==> src/rtl/uart_bridge_pkg.sv <==
// Shared command codes, FSM state encoding and the FSM-to-sender byte request
// used by the UART/SPRAM bridge.
package uart_bridge_pkg;

  localparam logic [7:0] CMD_WR  = 8'h57;
  localparam logic [7:0] CMD_RD  = 8'h52;
  localparam logic [7:0] CMD_CLR = 8'h43;
  localparam logic [7:0] ACK     = 8'h06;
  localparam logic [7:0] NAK     = 8'h15;

  typedef enum logic [3:0] {
    IDLE, A_HI, A_LO, LEN, D_HI, D_LO, WRITE,
    RD_ADDR, RD_WAIT, TX_HI, TX_LO, REPLY
  } state_e;

  typedef struct packed {
    logic       vld;
    logic [7:0] data;
  } tx_req_t;

  // States where the host is expected to keep bytes coming.
  function automatic logic is_frame_state(state_e s);
    return s inside {A_HI, A_LO, LEN, D_HI, D_LO};
  endfunction

  // States where an incoming byte cannot be consumed.
  function automatic logic is_overrun_state(state_e s);
    return s inside {RD_ADDR, RD_WAIT, TX_HI, TX_LO, REPLY};
  endfunction

endpackage

==> src/rtl/uart_spram_bridge_if.sv <==
// Bridge-side bundle: uart rx/tx handshake, SPRAM port and status flags.
interface uart_spram_bridge_if #(
  parameter int ADDR_W = 14
);
  logic              rx_valid;
  logic [7:0]        rx_data;
  logic              tx_busy;
  logic              tx_send;
  logic [7:0]        tx_data;
  logic [ADDR_W-1:0] ram_addr;
  logic [15:0]       ram_wdata;
  logic              ram_wren;
  logic [15:0]       ram_rdata;
  logic              busy;
  logic              err;

  modport slave (
    input  rx_valid, rx_data, tx_busy, ram_rdata,
    output tx_send, tx_data, ram_addr, ram_wdata, ram_wren, busy, err
  );

  modport master (
    output rx_valid, rx_data, tx_busy, ram_rdata,
    input  tx_send, tx_data, ram_addr, ram_wdata, ram_wren, busy, err
  );
endinterface

==> src/rtl/uart_spram_bridge_tx_byte_sender.sv <==
// Owns the uart tx handshake; a one-byte holding buffer lets the FSM hand off a
// byte while the transmitter is still busy with the previous one.
module tx_byte_sender
  import uart_bridge_pkg::*;
(
  input  logic       clk,
  input  logic       rst,
  input  tx_req_t    req,
  output logic       ack,
  input  logic       tx_busy,
  output logic       tx_send,
  output logic [7:0] tx_data
);
  logic       send_q, send_d, full_q, full_d;
  logic [7:0] data_q, data_d, buf_q, buf_d;

  // A request is taken whenever the buffer is free: sent directly or parked.
  assign ack = req.vld && !full_q;

  always_comb begin
    send_d = !tx_busy && !send_q && (full_q || req.vld);
    data_d = data_q;
    buf_d  = buf_q;
    full_d = full_q;
    if (send_d) data_d = full_q ? buf_q : req.data;
    if (full_q) begin
      if (send_d) full_d = 1'b0;
    end else if (req.vld && !send_d) begin
      full_d = 1'b1;
      buf_d  = req.data;
    end
  end

  always_ff @(posedge clk or posedge rst) begin
    if (rst) begin
      send_q <= 1'b0;
      full_q <= 1'b0;
      data_q <= '0;
      buf_q  <= '0;
    end else begin
      send_q <= send_d;
      full_q <= full_d;
      data_q <= data_d;
      buf_q  <= buf_d;
    end
  end

  assign tx_send = send_q;
  assign tx_data = data_q;

endmodule

==> src/rtl/uart_spram_bridge.sv <==
// Host-driven SPRAM load/dump over a byte link: W/R bursts of 16-bit words,
// C clears the sticky error, anything else is NAKed.
module uart_spram_bridge
  import uart_bridge_pkg::*;
#(
  parameter int ADDR_W      = 14,
  parameter int RD_LAT      = 1,
  parameter int TIMEOUT_CYC = 400000
) (
  input logic                clk,
  input logic                rst,
  uart_spram_bridge_if.slave bus
);
  localparam int            TW       = $clog2(TIMEOUT_CYC + 1);
  localparam logic [TW-1:0] TMO_LAST = TW'(TIMEOUT_CYC - 1);

  state_e            state_q, state_d;
  logic [ADDR_W-1:0] addr_q, addr_d;
  logic [7:0]        len_q, len_d, cnt_q, cnt_d, hi_q, hi_d;
  logic [15:0]       rd_word_q, rd_word_d, wdata_q, wdata_d;
  logic [TW-1:0]     tmo_q, tmo_d;
  logic [RD_LAT-1:0] vld_pipe_q, vld_pipe_d;
  logic              wren_q, wren_d, err_q, err_d, is_wr_q, is_wr_d;
  tx_req_t           tx_req;
  logic              tx_ack, rx, last;

  assign rx   = bus.rx_valid;
  assign last = (cnt_q == len_q);

  tx_byte_sender u_tx (
    .clk     (clk),
    .rst     (rst),
    .req     (tx_req),
    .ack     (tx_ack),
    .tx_busy (bus.tx_busy),
    .tx_send (bus.tx_send),
    .tx_data (bus.tx_data)
  );

  always_comb begin
    state_d    = state_q;
    addr_d     = addr_q;
    len_d      = len_q;
    cnt_d      = cnt_q;
    hi_d       = hi_q;
    rd_word_d  = rd_word_q;
    wdata_d    = wdata_q;
    wren_d     = 1'b0;
    err_d      = err_q;
    is_wr_d    = is_wr_q;
    tmo_d      = '0;
    tx_req     = '0;
    // Read-latency tracker: a 1 enters when the address is presented.
    vld_pipe_d = RD_LAT'({vld_pipe_q, state_q == RD_ADDR});

    if (is_frame_state(state_q) && !rx) tmo_d = tmo_q + TW'(1);

    // A byte landing on the expiry cycle wins over the timeout.
    if (is_frame_state(state_q) && !rx && tmo_q == TMO_LAST) begin
      tx_req  = '{vld: 1'b1, data: NAK};
      err_d   = 1'b1;
      state_d = IDLE;
    end else begin
      case (state_q)
        IDLE: if (rx) begin
          case (bus.rx_data)
            CMD_WR:  begin is_wr_d = 1'b1; state_d = A_HI; end
            CMD_RD:  begin is_wr_d = 1'b0; state_d = A_HI; end
            CMD_CLR: begin err_d = 1'b0; state_d = REPLY; end
            default: begin err_d = 1'b1; tx_req = '{vld: 1'b1, data: NAK}; end
          endcase
        end
        A_HI: if (rx) begin hi_d = bus.rx_data; state_d = A_LO; end
        A_LO: if (rx) begin addr_d = ADDR_W'({hi_q, bus.rx_data}); state_d = LEN; end
        LEN: if (rx) begin
          len_d   = bus.rx_data;
          cnt_d   = '0;
          state_d = is_wr_q ? D_HI : RD_ADDR;
        end
        D_HI: if (rx) begin hi_d = bus.rx_data; state_d = D_LO; end
        D_LO: if (rx) begin
          wren_d  = 1'b1;
          wdata_d = {hi_q, bus.rx_data};
          state_d = WRITE;
        end
        WRITE: begin
          addr_d = addr_q + ADDR_W'(1);
          if (last) begin
            tx_req  = '{vld: 1'b1, data: ACK};
            state_d = tx_ack ? IDLE : REPLY;
          end else begin
            cnt_d   = cnt_q + 8'd1;
            state_d = D_HI;
          end
        end
        RD_ADDR: state_d = RD_WAIT;
        RD_WAIT: if (vld_pipe_q[RD_LAT-1]) begin
          rd_word_d = bus.ram_rdata;
          state_d   = TX_HI;
        end
        TX_HI: begin
          tx_req = '{vld: 1'b1, data: rd_word_q[15:8]};
          if (tx_ack) state_d = TX_LO;
        end
        TX_LO: begin
          tx_req = '{vld: 1'b1, data: rd_word_q[7:0]};
          if (tx_ack) begin
            addr_d = addr_q + ADDR_W'(1);
            if (last) state_d = IDLE;
            else begin
              cnt_d   = cnt_q + 8'd1;
              state_d = RD_ADDR;
            end
          end
        end
        REPLY: begin
          tx_req = '{vld: 1'b1, data: ACK};
          if (tx_ack) state_d = IDLE;
        end
        default: state_d = IDLE;
      endcase
    end

    if (rx && is_overrun_state(state_q)) err_d = 1'b1;
  end

  always_ff @(posedge clk or posedge rst) begin
    if (rst) begin
      state_q    <= IDLE;
      addr_q     <= '0;
      len_q      <= '0;
      cnt_q      <= '0;
      hi_q       <= '0;
      rd_word_q  <= '0;
      wdata_q    <= '0;
      wren_q     <= 1'b0;
      err_q      <= 1'b0;
      is_wr_q    <= 1'b0;
      tmo_q      <= '0;
      vld_pipe_q <= '0;
    end else begin
      state_q    <= state_d;
      addr_q     <= addr_d;
      len_q      <= len_d;
      cnt_q      <= cnt_d;
      hi_q       <= hi_d;
      rd_word_q  <= rd_word_d;
      wdata_q    <= wdata_d;
      wren_q     <= wren_d;
      err_q      <= err_d;
      is_wr_q    <= is_wr_d;
      tmo_q      <= tmo_d;
      vld_pipe_q <= vld_pipe_d;
    end
  end

  assign bus.ram_addr  = addr_q;
  assign bus.ram_wdata = wdata_q;
  assign bus.ram_wren  = wren_q;
  assign bus.busy      = (state_q != IDLE);
  assign bus.err       = err_q;

endmodule

==> src/flat_wrapper.sv <==
// flat-port wrapper written by rule: the top's interface ports become plain ports
module uart_spram_bridge_flat import uart_bridge_pkg::*;
#(
  parameter int ADDR_W      = 14,
  parameter int RD_LAT      = 1,
  parameter int TIMEOUT_CYC = 400000
)
  (clk, rst, bus_rx_valid, bus_rx_data, bus_tx_busy, bus_ram_rdata, bus_tx_send, bus_tx_data, bus_ram_addr, bus_ram_wdata, bus_ram_wren, bus_busy, bus_err);
  uart_spram_bridge_if #(.ADDR_W(ADDR_W)) bus_i ();
  input logic clk;
  input logic rst;
  input wire logic [$bits(bus_i.rx_valid)-1:0] bus_rx_valid;
  input wire logic [$bits(bus_i.rx_data)-1:0] bus_rx_data;
  input wire logic [$bits(bus_i.tx_busy)-1:0] bus_tx_busy;
  input wire logic [$bits(bus_i.ram_rdata)-1:0] bus_ram_rdata;
  output wire logic [$bits(bus_i.tx_send)-1:0] bus_tx_send;
  output wire logic [$bits(bus_i.tx_data)-1:0] bus_tx_data;
  output wire logic [$bits(bus_i.ram_addr)-1:0] bus_ram_addr;
  output wire logic [$bits(bus_i.ram_wdata)-1:0] bus_ram_wdata;
  output wire logic [$bits(bus_i.ram_wren)-1:0] bus_ram_wren;
  output wire logic [$bits(bus_i.busy)-1:0] bus_busy;
  output wire logic [$bits(bus_i.err)-1:0] bus_err;
  assign bus_i.rx_valid = bus_rx_valid;
  assign bus_i.rx_data = bus_rx_data;
  assign bus_i.tx_busy = bus_tx_busy;
  assign bus_i.ram_rdata = bus_ram_rdata;
  assign bus_tx_send = bus_i.tx_send;
  assign bus_tx_data = bus_i.tx_data;
  assign bus_ram_addr = bus_i.ram_addr;
  assign bus_ram_wdata = bus_i.ram_wdata;
  assign bus_ram_wren = bus_i.ram_wren;
  assign bus_busy = bus_i.busy;
  assign bus_err = bus_i.err;
  uart_spram_bridge #(.ADDR_W(ADDR_W), .RD_LAT(RD_LAT), .TIMEOUT_CYC(TIMEOUT_CYC)) u_core (.clk(clk), .rst(rst), .bus(bus_i));
endmodule
==> config.mk <==
export PLATFORM = sky130hd
export DESIGN_NAME = uart_spram_bridge_flat
export DESIGN_NICKNAME = d
export VERILOG_FILES = /design/src/rtl/uart_bridge_pkg.sv /design/src/rtl/uart_spram_bridge_if.sv /design/src/rtl/uart_spram_bridge_tx_byte_sender.sv /design/src/rtl/uart_spram_bridge.sv /design/src/flat_wrapper.sv
export SDC_FILE = /design/constraint.sdc
export NUM_CORES = 1
export LEC_CHECK = 0
export CAP_MARGIN = 20
export CORE_MARGIN = 2
export CORE_UTILIZATION = 25
export CTS_CLUSTER_DIAMETER = 40
export DETAILED_ROUTE_END_ITERATION = 16
export PLACE_DENSITY = 0.44
export SYNTH_ARGS = -nofsm -noshare
export SYNTH_HDL_FRONTEND = slang
export SYNTH_SLANG_ARGS = --single-unit
==> constraint.sdc <==
create_clock -name clk -period 9.33 [get_ports clk]
set_input_delay 1.866 -clock clk [delete_from_list [all_inputs] [get_ports clk]]
set_output_delay 1.866 -clock clk [all_outputs]
set_load 0.05 [all_outputs]
## Word-level counts from Yosys, hierarchy flattened

Cells that the tools add are included.

- Add/subtract/negate cells: 3
- Reduce and logical (&&, ||, !) cells: 35
- Eq/ne operators: 31
- Bitwise operators: 2
- Multiplexer cells: 43

Operators with widths:

| cell | number |
|---|---|
| 4-bit two-way mux | 13 |
| 4-bit case mux with 12 select lines | 1 |
| 9-bit case mux with 5 select lines | 1 |
| 14-bit case mux with 3 select lines | 1 |
| 9-bit two-way mux | 4 |
| 8-bit two-way mux | 4 |
| 14-bit two-way mux | 2 |
| 8-bit by 7-bit equality test with 1-bit output, second input constant | 3 |
| 8-bit case mux with 3 select lines | 1 |
| 19-bit by 1-bit adder with 19-bit output, second input constant | 1 |
| 19-bit equality test, second input constant | 1 |
| 19-bit two-way mux | 1 |
| 4-bit by 3-bit equality test with 1-bit output, second input constant | 4 |
| 4-bit equality test, second input constant | 4 |
| 3-bit by 1-bit inequality test with 1-bit output, second input constant | 5 |
| 3-bit inequality test, second input constant | 5 |
| 3-bit AND reduction | 5 |
| 14-bit by 1-bit adder with 14-bit output, second input constant | 1 |
| 4-bit AND reduction | 3 |
| 3-bit nonzero test | 4 |
| 11-bit AND reduction | 1 |
| 1-bit two-way mux | 10 |
| 5-bit nonzero test | 2 |
| 8-bit by 1-bit adder with 8-bit output, second input constant | 1 |
| 21 further kinds | 36 |

- Register bits: 115
- Output and inout bits: 42
- Logic and storage cells: 130
- Input port bits: 28

## Depth between registers and ports, before layout

Gate-level depths: netlist of run 1.

- Depth in word-level cells: 12
- Depth in mapped cells: 8
- Gate-level depth less buffers: 6

## Cells and area by module

Synthesis of run 1 repeated with hierarchy kept, for this count alone.

- Cells, all modules: 565
- Area, all modules: 5693.0 µm²

Modules (own cells, without submodules):

| module | area each (µm²) | sequential area each (µm²) | instances | cells each |
|---|---|---|---|---|
| uart_spram_bridge | 4902.2 | 2427.3 | 1 | 514 |
| tx_byte_sender | 790.8 | 450.4 | 1 | 51 |

## Worst setup path before layout of run 1

No wires, ideal clock.

- Kind: in2reg
- From: input port bus_rx_valid
- To: register u_core.u_tx.buf_q[0]
- Setup slack: 5.443 ns
- Data required time: 9.205 ns
- Stages: 7
- Library setup time: 0.125 ns
- Path buffers: 2
- Arrival: 3.763 ns
- Path through: clkbuf_2 -> a211oi_1 -> o31ai_1 -> or4_1 -> buf_6 -> a311oi_4 -> mux2_2

- Word-level cells in the longest chain between the ends: 9
- Elaborated cells on any way between the ends: 11
- Those cells by class: 3 x mux; 8 x reduce/logical

Ends and longest elaborated chain:

| item | RTL line | source |
|---|---|---|
| start: declaration | flat_wrapper.sv:12 | `input wire logic [$bits(bus_i.rx_valid)-1:0] bus_rx_valid;` |
| parallel branches: the longest is 3 deep, another holds 9-bit two-way mux | -- |  |
| 9-bit two-way mux * | uart_spram_bridge.sv:59 | `if (is_frame_state(state_q) && !rx && tmo_q == TMO_LAST) begin` |
| 1-bit logical OR | uart_spram_bridge_tx_byte_sender.sv:21 | `send_d = !tx_busy && !send_q && (full_q \|\| req.vld);` |
| 1-bit logical AND | uart_spram_bridge_tx_byte_sender.sv:21 |  |
| 1-bit logical NOT | uart_spram_bridge_tx_byte_sender.sv:28 | `end else if (req.vld && !send_d) begin` |
| 1-bit logical AND | uart_spram_bridge_tx_byte_sender.sv:28 |  |
| 2-bit AND reduction (no source line) | -- |  |
| end signal: assignment | uart_spram_bridge_tx_byte_sender.sv:44 | `buf_q <= buf_d;` |
| end: declaration | uart_spram_bridge_tx_byte_sender.sv:15 | `logic [7:0] data_q, data_d, buf_q, buf_d;` |

Every way passes the cells marked *.
A chain may end at the register's enable or synchronous reset.

## Worst setup path after layout of run 1

- From: input port bus_rx_valid
- To: register u_core.u_tx.buf_q[7]

The elaborated chain is that of the path after synthesis.

==> qor.yml, run 1 <==
run_status: "complete, no violations"
grt_setup_unrepaired: "no"
synth_top_family_by_area: "simple AND/OR/NAND/NOR gates"
synth-compound-area-share: 0.135
synth.distinct_cells: 60
ys.flop_type: "dfrtp_1"
startpoint_type: "input port"
antenna_found_initial: 0
gp_congestion: 0.805
portBuffers: 69
pre_cts_slack_ps: 4420
grt_pass1_wl_mm: 23.8
via_per_inst: 4.84
synthXorXnorAreaFrac: 0.0455
drt.antenna.violating_nets: 0
drt_iter0_drc: 215
root_buffer: "clkbuf_16"
synth_enable_flop_cells: 0
yosys.area.top_type: "dfrtp_1"
ir_worst_vdd_uv: 92.0
cp-end-kind: "register"
grt_pass1_vias: 4560
synth-simple-area-share: 0.167
slew_viol_final: 0
synth_top_area_share: 0.498
dp_hpwl_mm: 10.3
relSlewSlack: 0.398
period_minus_slack_ps: 4520
synth.most_common_cell: "dfrtp_1"
leakagePower_nw: 3.14
synth_fa_ha_area_frac: 0.00650
drive_gt1_frac: 0.160
setup_viol: 0
syn-num-nets: 602
synth_area_per_cell_um2: 10.1
row_count: 55
arrival_ps: 4820
max_freq_ghz: 0.221
hold_path.class: "register to register"
nNetsFinal: 666
grt_max_degree: 69
numCtsBuffers: 17
worstSetupPathType: "input port to register"
die_h_um: 156
drc: 0
worst_slew_pin_slew_ps: 901
cts_max_level: 4
cts_buffer_depth: 2
setup_tns_ps: 0
initial_core_util: 0.255
hold_violations: 0
skew_ps: 10.1
yosysWarningCount: 0
clock_latency_ps: 420
grtUsageTotal: 0.125
syn_inst: 571
synth_area_leaders: "dfrtp_1, mux2_2, nand2_1"
gr-usage-met3: 0.0306
avgRoutedWirePerCell_um: 15.7
cts.sinks: 115
synth-seq-cells: 115
cts_tree: "done"
cellPowerDensity_mw_per_mm2: 160
area_growth_pct: 25.7
ys_async_sr_fraction: 1.00
maxCapViolCount: 0
clk_pin_slew_ps: 60
holdPathStages: 2
fill_cells: 2269
required_ps: 9630
grt-ovfl-total: 0
period_share: 0.484
muxShareOfSynthArea: 0.108
core_mm2: 0.0226
dr.pass1.iters: 4
cts_setup_buffers: 0
grtUsageMet2: 0.196
io_pins: 70
setup_slack_ps: 4810
grtUsageMet1: 0.167
die_w_um: 156
path_max_fanout: 21
ys_seq_area_frac: 0.498
num_vias: 4519
reg2reg_depth: 6
antennaDiodeCount: 0
grt.busiest_layer: "met2"
cts_resized: 0
die_area_mm2: 0.0243
routed_wl_mm: 14.6
ys_top_cells_by_count: "dfrtp_1, nand2_1, nor2_1"
syn_area_mm2: 0.00578
ctsHoldBuffers: 0
[sequential cells by signal (all words and copies together) (netlist names)]
signal	cells
u_core.bus.ram_addr	14
u_core.u_tx.tx_data	8
u_core.bus.err	1
u_core.rd_word_q	16
u_core.cnt_q	8
u_core.u_tx.full_q	1
u_core.is_wr_q	1
u_core.u_tx.tx_send	1
u_core.bus.ram_wdata	16
u_core.tmo_q	19
u_core.bus.ram_wren	1
u_core.hi_q	8
u_core.u_tx.buf_q	8
u_core.vld_pipe_q	1
u_core.len_q	8
u_core.state_q	4
[routing by layer]
layer | up-vias | wire, um
met5 | - | 0
met4 | 0 | 265
met3 | 20 | 675
met2 | 97 | 6800
met1 | 2238 | 6900
li1 | 2164 | -
[worst paths after layout]
check	from	endpoint	slack (ps)
max reg2reg	u_core.state_q[2]	u_core.u_tx.buf_q[7]	6190
min in group asynchronous	rst	u_core.bus.ram_wdata[7]	1880
max	bus_rx_valid	u_core.u_tx.buf_q[7]	4810
max in group asynchronous	rst	u_core.bus.ram_wdata[14]	6130
min	u_core.hi_q[6]	u_core.bus.ram_wdata[14]	480
min reg2reg	u_core.hi_q[6]	u_core.bus.ram_wdata[14]	480
[power by group]
| group | leakage [nW] | internal (W) | switching [W] | total (W) |
|---|---|---|---|---|
| combinational | 1.35 | 0.0000204 | 0.0000287 | 0.0000491 |
| clock | 0.262 | 0.000345 | 0.000260 | 0.000605 |
| sequential | 1.53 | 0.000505 | 0.00000317 | 0.000508 |
[cells by family after synthesis]
| logic type | after synthesis |
|---|---|
| xor gates and xnor gates | 30 |
| muxes | 56 |
| adders and majority gates | 3 |
| AOI/OAI and AO/OA | 111 |
| buffers and inverters | 45 |
| DFF | 115 |
| and+or+nand+nor | 211 |
[worst max-delay path, cell delays in order]
cell	delay, ps
clkdlybuf4s50_1	570
a211oi_1	330
o31ai_2	100
buf_4	220
or4_1	720
a311oi_4	600
mux2_2	400
[stage by stage]
| stage | utilization | cells | power (W) | instance area [um2] | hold slack (ps) |
|---|---|---|---|---|---|
| 2_1_floorplan | - | 571 | 0.000543 | 5780 | 433 |
| 3_3_place_gp | 0.296 | 901 | 0.000567 | 6710 | 464 |
| 3_5_place_dp | 0.296 | 901 | 0.000568 | 6710 | 475 |
| 4_1_cts | 0.321 | 933 | 0.00118 | 7260 | 488 |
| 5_1_grt | 0.321 | 933 | 0.00121 | 7260 | 516 |
| 6_report | 0.321 | 933 | 0.00116 | 7260 | 479 |
[area by class of cell]
cell class	instances	area [um2]	share of cell area
Sequential cell	115	2880	0.396
Multi-Input combinational cell	411	2670	0.368
Timing Repair Buffer	78	758	0.104
Clock buffer	17	425	0.0586
Tap cell	285	357	0.0491
Clock inverter	15	124	0.0171
Inverter	12	47.5	0.00655
[placed cells by master, fill, tap and decap left out, drive strengths merged, types with 5 or more instances in the layout]
cell type	count
clkbuf	17
nand4	7
nand2	79
o31ai	7
clkdlybuf4s50	69
dfrtp	115
inv	18
nand2b	7
mux2i	5
nor2	55
xor2	22
nor3	6
buf	9
xnor2	8
a21oi	27
clkinv	6
mux2	51
nand3	28
and3	5
a211oi	5
o21ai	17
Note: power is estimated with default switching activity, not from simulation.
==> inputs of run 2 (changes only) <==
clock period = 4.5 ns   (was 9.33 ns; I/O delays follow)
==> qor.yml, run 2 (synthesis results as in run 1) <==
max_freq_ghz: 0.296
grt_max_degree: 71  # +2.9%
largest_reg_flops: 19  # unchanged
die_area_mm2: 0.0243  # unchanged
leakagePower_nw: 3.19  # +1.6%
grt_pass1_vias: 4704  # +3.2%
required_ps: 4810  # -4820 ps
drt.antenna.violating_nets: 0  # unchanged
cp-end-kind: "register"
grt-ovfl-total: 0  # unchanged
antennaDiodeCount: 0  # unchanged
grt_setup_unrepaired: "no"
core_mm2: 0.0226  # unchanged
drive_gt1_frac: 0.160  # unchanged
clk_pin_slew_ps: 50  # about the same
fill_cells: 2283  # +0.62%
maxCapViolCount: 0  # unchanged
gp_congestion: 0.808  # +0.36%
grtUsageTotal: 0.129  # +0.00334
hold_path.class: "register to register"
grt_pass1_wl_mm: 24.5  # +3.0%
die_w_um: 156  # unchanged
crit_slowest_cell: "or4_1"
grtUsageMet2: 0.209  # +0.0135
min_from: "u_core.hi_q[7]"
slew_viol_final: 0  # unchanged
io_pins: 70  # unchanged
cellPowerDensity_mw_per_mm2: 356  # +120%
root_buffer: "clkbuf_16"
setup_tns_ps: 0  # unchanged
relSlewSlack: 0.369  # -0.0285
num_vias: 4539  # +0.44%
cts_max_level: 4  # unchanged
numCtsBuffers: 17  # unchanged
r2r_start: "u_core.state_q[1]"
cts_buffer_depth: 2  # unchanged
layout_common_cells: "dfrtp_1, nand2_1, clkdlybuf4s50_1"
initial_core_util: 0.255  # unchanged
path_cells: "clkdlybuf4s50_1 -> a211oi_1 -> o31ai_2 -> or4_1 -> a311oi_4 -> mux2_2"
area_growth_pct: 27.3
period_minus_slack_ps: 3380
whs_endpoint: "u_core.bus.ram_wdata[15]"
path_buf_inv: 1  # -1
die_h_um: 156  # unchanged
cts_tree: "done"
avgRoutedWirePerCell_um: 16.1  # +2.5%
arrival_ps: 3680  # -1140 ps
holdPathStages: 2  # unchanged
grt.busiest_layer: "met2"
grtUsageMet1: 0.169  # +0.00168
cts_setup_buffers: 0  # unchanged
antenna_found_initial: 0  # unchanged
path_max_fanout: 10  # -52%
drc: 0  # unchanged
dp_hpwl_mm: 10.7  # +3.4%
skew_ps: 12.0  # +1.94 ps
period_share: 0.751
startpoint_type: "input port"
ctsHoldBuffers: 0  # unchanged
hold_violations: 0  # unchanged
worst_slew_pin_slew_ps: 944  # +43.3 ps
regMostFlops: "u_core.tmo_q"
nNetsFinal: 666  # unchanged
final_common_cell: "dfrtp_1"
cp_top_family: "compound AO/OA/AOI/OAI gates"
r2r_slack_ps: 1490  # -4700 ps
setup_viol: 0  # unchanged
finalPower_w: 0.00262  # +130%
ir_worst_vdd_uv: 174  # +89%
portBuffers: 69  # unchanged
via_per_inst: 4.86  # +0.44%
cts_resized: 0  # unchanged
clock_latency_ps: 430  # about the same
worstSetupPathType: "input port to register"
run_status: "complete, no violations"
dr.pass1.iters: 4  # unchanged
row_count: 55  # unchanged
gr-usage-met3: 0.0286  # -0.00194
reg2reg_depth: 5  # -1
cp_slowest_stage_delay_ps: 710  # about the same
cts.sinks: 115  # unchanged
drt_iter0_drc: 280  # +30%
routed_wl_mm: 15.0  # +2.5%
r2r-end: "u_core.cnt_q[7]"
[run 2: final cells by class]
class / count / area, um2 / area share
flip-flops and latches: 115 / 2880 / 0.391
clock buffers: 18 / 439 / 0.0597
well taps: 285 / 357 / 0.0485
inverters: 12 / 47.5 / 0.00646
clock inverters: 14 / 203 / 0.0276
multi-input cells: 411 / 2670 / 0.363
repair buffers: 78 / 758 / 0.103
[run 2: stage by stage]
step	cells	worst slack [ps]	hold WS, ps	cell area, um2	utilization
4_1_cts	933	1080	486	7350	0.325
5_1_grt	933	955	503	7350	0.325
2_1_floorplan	571	556	433	5780	-
6_report	933	1120	480	7350	0.325
3_3_place_gp	901	793	465	6710	0.296
3_5_place_dp	901	720	475	6710	0.296
[run 2: metal layers]
| metal | wire (um) | vias to the layer above |
|---|---|---|
| li1 | - | 2152 |
| met1 | 7180 | 2283 |
| met2 | 7100 | 84 |
| met3 | 469 | 20 |
| met4 | 257 | 0 |
| met5 | 0 | - |
[run 2: worst max-delay path by stage]
stage / from / to / slack [ps] / cells after the start
2_1_floorplan: rst / u_core.bus.err / 560 / 1
3_3_place_gp: bus_rx_valid / u_core.u_tx.buf_q[3] / 790 / 6
3_5_place_dp: bus_rx_valid / u_core.u_tx.buf_q[5] / 720 / 6
4_1_cts: u_core.state_q[1] / bus_busy / 1080 / 3
5_1_grt: u_core.state_q[1] / bus_busy / 950 / 3
6_report: bus_rx_valid / u_core.u_tx.buf_q[3] / 1120 / 6
[run 2: worst register-to-register path: cells and delay by family (launching register included)]
kind	cells	cell delay (ps)
simple gates	2	900
flops	1	750
xor+xnor	1	190
compound gates	2	1040
[run 2: report_power, final]
group / switching [W] / leakage, nW / total [W] / internal, W
combinational: 0.0000582 / 1.35 / 0.000101 / 0.0000433
clock: 0.000516 / 0.311 / 0.00146 / 0.000947
sequential: 0.00000668 / 1.53 / 0.00105 / 0.00105
total: 0.000580 / 3.19 / 0.00262 / 0.00204
==> inputs of run 3 (changes only) <==
PLACE_DENSITY = 0.46   (was 0.44)
clock period = 3 ns   (was 4.5 ns; I/O delays follow)
==> qor.yml, run 3 (synthesis results as in run 1) <==
cts_resized: 0  # unchanged
core_mm2: 0.0226  # unchanged
path_buf_inv: 1  # unchanged
cts_setup_buffers: 0  # unchanged
gp_congestion: 0.855  # +5.7%
row_count: 55  # unchanged
grt-ovfl-total: 0  # unchanged
dp_hpwl_mm: 10.6  # -0.80%
slew_viol_final: 0  # unchanged
arrival_ps: 2100  # -1580 ps
initial_core_util: 0.255  # unchanged
via_per_inst: 4.75  # -2.4%
crit_slowest_cell: "clkdlybuf4s50_1"
hold_path.class: "register to register"
die_w_um: 156  # unchanged
hold_violations: 0  # unchanged
startpoint_type: "register"
die_area_mm2: 0.0243  # unchanged
path_cells: "nor2_1 -> nand2_1 -> clkdlybuf4s50_1"
ctsHoldBuffers: 0  # unchanged
hold_slack_ps: 482  # +1.87 ps
die_h_um: 156  # unchanged
area_growth_pct: 29.9
portBuffers: 69  # unchanged
nNetsFinal: 689  # +3.5%
period_share: 0.900
worstSetupPathType: "register to primary output"
worst_slew_pin_slew_ps: 686  # -259 ps
setup_viol: 0  # unchanged
grt_pass1_wl_mm: 24.6  # +0.59%
power_switching_w: 0.000815  # +40%
grt_pass1_vias: 4668  # -0.77%
max_freq_ghz: 0.370
cp_top_family: "buffers and inverters"
grt_max_degree: 116  # +63%
grt_setup_unrepaired: "no"
skew_ps: 10.9  # -1.10 ps
routed_wl_mm: 15.0  # -0.35%
largest_reg_flops: 19  # unchanged
drt_iter0_drc: 212  # -24%
required_ps: 2400  # -2410 ps
dr.pass1.iters: 5  # +1
run_status: "complete, no violations"
cp-end-kind: "primary output"
cts_max_level: 4  # unchanged
drt.antenna.violating_nets: 0  # unchanged
drive_gt1_frac: 0.186  # +0.0258
setup_slack_ps: 300  # -821 ps
cts_tree: "done"
layout_common_cells: "dfrtp_1, nand2_1, clkdlybuf4s50_1"
io_pins: 70  # unchanged
postLayoutCoreUtil: 0.331  # +0.00641
cts.sinks: 115  # unchanged
relSlewSlack: 0.543  # +0.174
clockPowerShare: 0.540  # -0.019
avgRoutedWirePerCell_um: 15.6  # -2.8%
clock_latency_ps: 420  # about the same
swShare: 0.215  # -0.00650
cellPowerDensity_mw_per_mm2: 505  # +42%
root_buffer: "clkbuf_16"
grtUsageTotal: 0.129  # +0.000210
cp_slowest_stage_delay_ps: 830  # +120 ps
maxCapViolCount: 0  # unchanged
path_max_fanout: 11  # +1
numCtsBuffers: 17  # unchanged
pre_cts_slack_ps: -0.929  # -721 ps
comb_power_share: 0.042  # +0.003
intPower_w: 0.00297  # +46%
leakagePower_nw: 3.28  # +2.9%
clk_pin_slew_ps: 50  # about the same
num_vias: 4540  # +0.022%
cts_buffer_depth: 2  # unchanged
final_common_cell: "dfrtp_1"
seq_power_share: 0.418  # +0.015
regMostFlops: "u_core.tmo_q"
antenna_found_initial: 0  # unchanged
ir_worst_vdd_uv: 286  # +64%
period_minus_slack_ps: 2700
antennaDiodeCount: 0  # unchanged
drc: 0  # unchanged
run 3: path summary, 6_finish.rpt:
kind / endpoint / cells past startpoint / from / slack, ps
min in group asynchronous: u_core.bus.ram_wdata[9] / 3 / rst / 680
worst max register to register: u_core.u_tx.buf_q[0] / 6 / u_core.tmo_q[8] / 460
worst min register to register: u_core.bus.ram_wdata[15] / 2 / u_core.hi_q[7] / 480
max in group asynchronous: u_core.u_tx.tx_data[6] / 3 / rst / 1760
worst max-delay path: bus_busy / 3 / u_core.state_q[1] / 300
worst min-delay path: u_core.bus.ram_wdata[15] / 2 / u_core.hi_q[7] / 480
run 3: worst register-to-register path: stages, from the launching register on:
cell,delay [ps]
dfrtp_1,410
nor4b_1,330
nand4_1,180
or4_1,620
a311oi_4,290
buf_4,220
mux2_2,360
run 3: metal layers:
layer | track usage | wire [um] | up-vias
met5 | 0 | 0 | -
met4 | 0.0450 | 172 | 0
met3 | 0.0314 | 544 | 11
met2 | 0.200 | 6890 | 90
met1 | 0.175 | 7350 | 2241
li1 | - | - | 2198
run 3: final cells by class:
cell class / count / area [um2]
Clock buffer: 24 / 502
Timing Repair Buffer: 101 / 943
Multi-Input combinational cell: 411 / 2670
Fill cell: 2244 / 15100
Clock inverter: 8 / 98.8
Tap cell: 285 / 357
Inverter: 12 / 48.8
Sequential cell: 115 / 2880
run 3: through the flow:
stage | area, um2 | TNS (ps) | power [W] | instances
2_1_floorplan | 5780 | 0 | 0.00169 | 571
5_1_grt | 7500 | 0 | 0.00394 | 956
3_3_place_gp | 6900 | 0 | 0.00177 | 924
3_5_place_dp | 6900 | -0.929 | 0.00177 | 924
6_report | 7500 | 0 | 0.00379 | 956
4_1_cts | 7500 | 0 | 0.00384 | 956
run 3: power by group through the flow:
stage               clock network [W]   logic, W  registers [W]
floorplan                           0  0.0000589        0.00163
global placement                    0   0.000163        0.00161
detailed placement                  0   0.000166        0.00161
CTS                           0.00210   0.000166        0.00158
global route                  0.00218   0.000177        0.00158
finish                        0.00204   0.000161        0.00158
